`src/rtl/obc_challenge_issuer.sv`:
```
// OBC watchdog challenge issuer: emits LFSR questions, waits for the answer
// or a timeout, and hands one {question, answer, timeout} record downstream.
module obc_challenge_issuer #(
  parameter int          PERIOD_CYCLES  = 5000,
  parameter int          TIMEOUT_CYCLES = 1000,
  parameter logic [3:0]  LFSR_SEED      = 4'b1001,
  parameter int          CNT_W          = 16
) (
  input  logic       clk,
  input  logic       reset,
  input  logic       enable,
  output logic       q_valid,
  output logic [3:0] q_data,
  input  logic       a_valid,
  input  logic [3:0] a_data,
  output logic       res_valid,
  input  logic       res_ready,
  output logic [3:0] res_question,
  output logic [3:0] res_answer,
  output logic       res_timeout,
  output logic [7:0] challenge_count
);

  typedef enum logic [2:0] {
    S_IDLE,
    S_WAIT_PERIOD,
    S_ISSUE,
    S_WAIT_ANS,
    S_DELIVER
  } state_t;

  // An all-zero seed would lock the LFSR, so it is forced to 1.
  localparam logic [3:0] SEED =
    (LFSR_SEED == 4'b0000) ? 4'b0001 : LFSR_SEED;
  localparam logic [CNT_W-1:0] PER_LAST =
    CNT_W'(PERIOD_CYCLES - 1);
  localparam logic [CNT_W-1:0] TO_LAST =
    CNT_W'(TIMEOUT_CYCLES - 1);

  state_t           state_q;
  logic [3:0]       lfsr_q;
  logic [CNT_W-1:0] cnt_q;
  logic             q_valid_q;
  logic [3:0]       q_data_q;
  logic             res_valid_q;
  logic [3:0]       res_question_q;
  logic [3:0]       res_answer_q;
  logic             res_timeout_q;
  logic [7:0]       count_q;
  logic [3:0]       lfsr_d;

  assign lfsr_d = {lfsr_q[2:0], lfsr_q[3] ^ lfsr_q[2]};

  always_ff @(posedge clk or posedge reset) begin
    if (reset) begin
      state_q        <= S_IDLE;
      lfsr_q         <= SEED;
      cnt_q          <= '0;
      q_valid_q      <= 1'b0;
      q_data_q       <= 4'b0000;
      res_valid_q    <= 1'b0;
      res_question_q <= 4'b0000;
      res_answer_q   <= 4'b0000;
      res_timeout_q  <= 1'b0;
      count_q        <= 8'd0;
    end else begin
      unique case (state_q)
        S_IDLE: begin
          if (enable) begin
            state_q <= S_WAIT_PERIOD;
            cnt_q   <= '0;
          end
        end
        S_WAIT_PERIOD: begin
          if (!enable) begin
            state_q <= S_IDLE;
          end else if (cnt_q == PER_LAST) begin
            state_q <= S_ISSUE;
          end else begin
            cnt_q <= cnt_q + 1'b1;
          end
        end
        S_ISSUE: begin
          q_data_q  <= lfsr_q;
          q_valid_q <= 1'b1;
          lfsr_q    <= lfsr_d;
          cnt_q     <= '0;
          state_q   <= S_WAIT_ANS;
        end
        S_WAIT_ANS: begin
          // An answer in the last timeout cycle still counts.
          if (a_valid || (cnt_q == TO_LAST)) begin
            res_answer_q   <= a_valid ? a_data : 4'b0000;
            res_timeout_q  <= !a_valid;
            q_valid_q      <= 1'b0;
            res_question_q <= q_data_q;
            res_valid_q    <= 1'b1;
            state_q        <= S_DELIVER;
          end else begin
            cnt_q <= cnt_q + 1'b1;
          end
        end
        S_DELIVER: begin
          if (res_ready) begin
            res_valid_q <= 1'b0;
            cnt_q       <= '0;
            if (count_q != 8'hFF) begin
              count_q <= count_q + 8'd1;
            end
            state_q <= enable ? S_WAIT_PERIOD : S_IDLE;
          end
        end
        default: state_q <= S_IDLE;
      endcase
    end
  end

  assign q_valid         = q_valid_q;
  assign q_data          = q_data_q;
  assign res_valid       = res_valid_q;
  assign res_question    = res_question_q;
  assign res_answer      = res_answer_q;
  assign res_timeout     = res_timeout_q;
  assign challenge_count = count_q;

endmodule

```
`config.mk`:
```
export PLATFORM = sky130hd
export DESIGN_NAME = obc_challenge_issuer
export DESIGN_NICKNAME = d
export VERILOG_FILES = /design/src/rtl/obc_challenge_issuer.sv
export SDC_FILE = /design/constraint.sdc
export NUM_CORES = 1
export LEC_CHECK = 0
export BUFFER_PORTS_ARGS = -buffer_cell sky130_fd_sc_hd__buf_2
export CORE_ASPECT_RATIO = 0.9
export CORE_UTILIZATION = 50
export DETAILED_ROUTE_END_ITERATION = 8
export GPL_TIMING_DRIVEN = 0
export MAX_ROUTING_LAYER = met4
export PLACE_DENSITY = 0.71
export SYNTH_ARGS = -nofsm -noshare
export SYNTH_HDL_FRONTEND = slang
export SYNTH_SLANG_ARGS = --single-unit
```
`constraint.sdc`:
```
create_clock -name clk -period 2.7 [get_ports clk]
set_input_delay 0.27 -clock clk [delete_from_list [all_inputs] [get_ports clk]]
set_output_delay 0.27 -clock clk [all_outputs]
set_load 0.05 [all_outputs]
```
==> flow_summary.ini <==
[power_and_ir_drop]
powerDensity_nw_per_um2 = 511
p_leak_uw = 0.00123
peakVddDrop_uv = 452

[clock_tree]
clkTransAtPathRegs_ns = 0.08
clock_path_buffers = 2
cts_resized = 0
cts.sinks = 44
numCtsBuffers = 5
clk_latency_ns = 0.29
cts-root-buf = clkbuf_8
cts_tree = yes
h-tree-depth = 2

[worst_setup_path]
critPathTopFamily = simple AND/OR/NAND/NOR gates
critical-path-max-stage-delay_ns = 0.55
arrival_ns = 2.70
worstSetupStartpointType = register
path_class = register to register
crit_chain = or4_4 > or3_4 > o31ai_4 > or3_1 > buf_4 > buf_6 > o31ai_1
rrSetupSlack_ns = 0.17
critPathRequiredTime_ns = 2.87
slowest_stage = or4_4
worst_setup_path_end_kind = register
path_buf_inv = 2
cp_max_fo = 10

[detailed_routing]
ant_nets = 0
wl_per_cell_um = 14.6
vias = 1770
remaining_drc_errors = 0
dr.pass1.iters = 4
vias_per_cell = 5.75
drt_wl_total_mm = 4.51
drtIter0Drc = 114

[sta]
period_share_pct = 93.6
clock.fmax_mhz = 396
fin_skew_ns = 0.00813
slew_headroom_pct = 42.9
report.final.hold_viol_count = 0
worst_pin_slew_ns = 0.851
setup-violations-final = 0
grt_setup_unrepaired = false
final.setup.tns_ns = 0
drv_slew = 0
min_period_ns = 2.53
finalWorstSetupSlack_ns = 0.172

[logic_synthesis]
avgSynthCellArea_um2 = 10.7
synthCells = 208
synth-seq-cells = 44
synth-main-ff-cell = dfrtp_1
yosys.cell_types.count = 47
synth_seq_area_share_pct = 49.6
synth_area_um2 = 2230
async_reset_ff_share_pct = 100
synth_edf_count = 0
synth_nets = 219
ys_warn_count = 0

[floorplanning]
die_area_um2 = 4730
die_x_um = 72.4
floorplan.rows = 22
initial_utilization_pct = 53.2
ios = 32
chipHeight_um = 65.3
core-area_um2 = 4180

[cells_and_area]
diodes = 0
syn_to_final_growth_pct = 16.3
drive_above_1_share_pct = 27.0
nNetsFinal = 259

[placement]
port_buffers = 31
gp_congestion = 0.849
hpwl_mm = 3.17
place_ws_ns = 0.203

[global_route]
grt_pass1_vias = 1617
overflow = 0
grt_max_degree = 33
grt_pass1_wl_mm = 7.77
antenna_found_initial = 0
track_usage_pct = 22.2

[job]
max_cap_violations = 0

[status]
outcome = finished, final reports clean

[hold_path]
hold_class = input pin to register
## routing by layer
layer | vias to the layer above | part of all wire, % | track usage, %
met2 | 40 | 44 | 32.0
met3 | 6 | 4.2 | 4.14
met4 | 0 | 1.3 | 8.09
li1 | 863 | - | -
met5 | - | 0 | -
met1 | 861 | 51 | 31.3
## registers in the layout, indices dropped and copies added, names as in the netlist
signal           count
q_valid              1
q_data               2
state_q              3
res_question         4
challenge_count      8
res_answer           4
res_timeout          1
res_valid            1
lfsr_q               4
cnt_q               16
## per-stage QoR
| stage | cells | utilization (%) | hold slack, ns | instance area, um2 | power, uW |
|---|---|---|---|---|---|
| finish | 308 | 61.9 | 0.203 | 2590 | 1320 |
| global route | 308 | 61.9 | 0.196 | 2590 | 1380 |
| CTS | 308 | 61.9 | 0.200 | 2590 | 1330 |
| detailed placement | 300 | 59.2 | 0.235 | 2480 | 855 |
| global placement | 299 | 58.7 | 0.456 | 2460 | 849 |
| floorplan | 208 | - | 0.403 | 2230 | 811 |
## cell usage after synthesis (all sizes together) (4+ instances only)
cell type	n	area (um2)
nor2	12	45.0
o21ai	5	25.0
a41oi	4	35.0
and3	4	25.0
clkbuf	5	18.8
mux2	10	113
buf	9	61.3
dfrtp	42	1050
nand3	9	45.0
a21oi	8	40.0
a22o	4	35.0
nand2	13	48.8
o31ai	24	194
nand2b	4	25.0
nand4	6	37.5
xnor2	7	61.3
## cell usage in the layout (no fill, tap or decap), types with 4 or more instances in the layout
cell       n
buf_2     35
clkbuf_1   6
a21oi_1    8
a41oi_1    4
nand3_1    9
nand2b_1   4
xnor2_1    7
nand4_1    6
nand2_1   13
a22o_1     4
nor2_1    12
mux2_2    10
dfrtp_1   42
clkbuf_8   5
and3_1     4
o31ai_1   23
buf_4      4
## power by group
| group | switching, uW | total [uW] | internal, uW |
|---|---|---|---|
| Clock | 209 | 480 | 271 |
| Combinational | 96.8 | 155 | 58.0 |
| Sequential | 16.1 | 689 | 673 |
| Total | 322 | 1320 | 1000 |
## final timing paths
kind | start | depth (start not counted) | to
max | cnt_q[10] | 7 | cnt_q[4]
min in group asynchronous | reset | 3 | challenge_count[4]
max reg2reg | cnt_q[10] | 7 | cnt_q[4]
min reg2reg | q_valid | 1 | q_valid
max in group asynchronous | reset | 4 | lfsr_q[0]
min | a_data[0] | 2 | res_answer[0]
## area by class of cell
class                      instances  area (um2)
timing repair buffer              33         185
clock buffer                       6        72.6
multi-input combinational        147        1030
fill                             380        1590
tap                               60        75.1
inverter                           3        11.3
sequential                        44        1100
clock inverter                     1        30.0
buffer                            14        80.1
## logic make-up (layout without fill, tap and decap cells)
logic type / count (synthesis) / count (layout) / share of synthesized area [%]
AOI/OAI and AO/OA: 58 / 58 / 19.4
DFF: 44 / 44 / 49.6
adders and majority gates: 2 / 2 / 1.12
muxes: 10 / 10 / 5.06
and+or+nand+nor: 69 / 69 / 17.6
buffers and inverters: 17 / 57 / 4.10
xor gates and xnor gates: 8 / 8 / 3.15
## what timing repair did
| item | 4_1_cts | 5_1_grt |
|---|---|---|
| endpoints found under the hold margin | 12 | 0 |
| buffers inserted | 0 | 0 |
| endpoints found under the setup margin | 0 | 0 |
| hold buffers | 1 | 0 |
(Power assumes the default switching activity.)
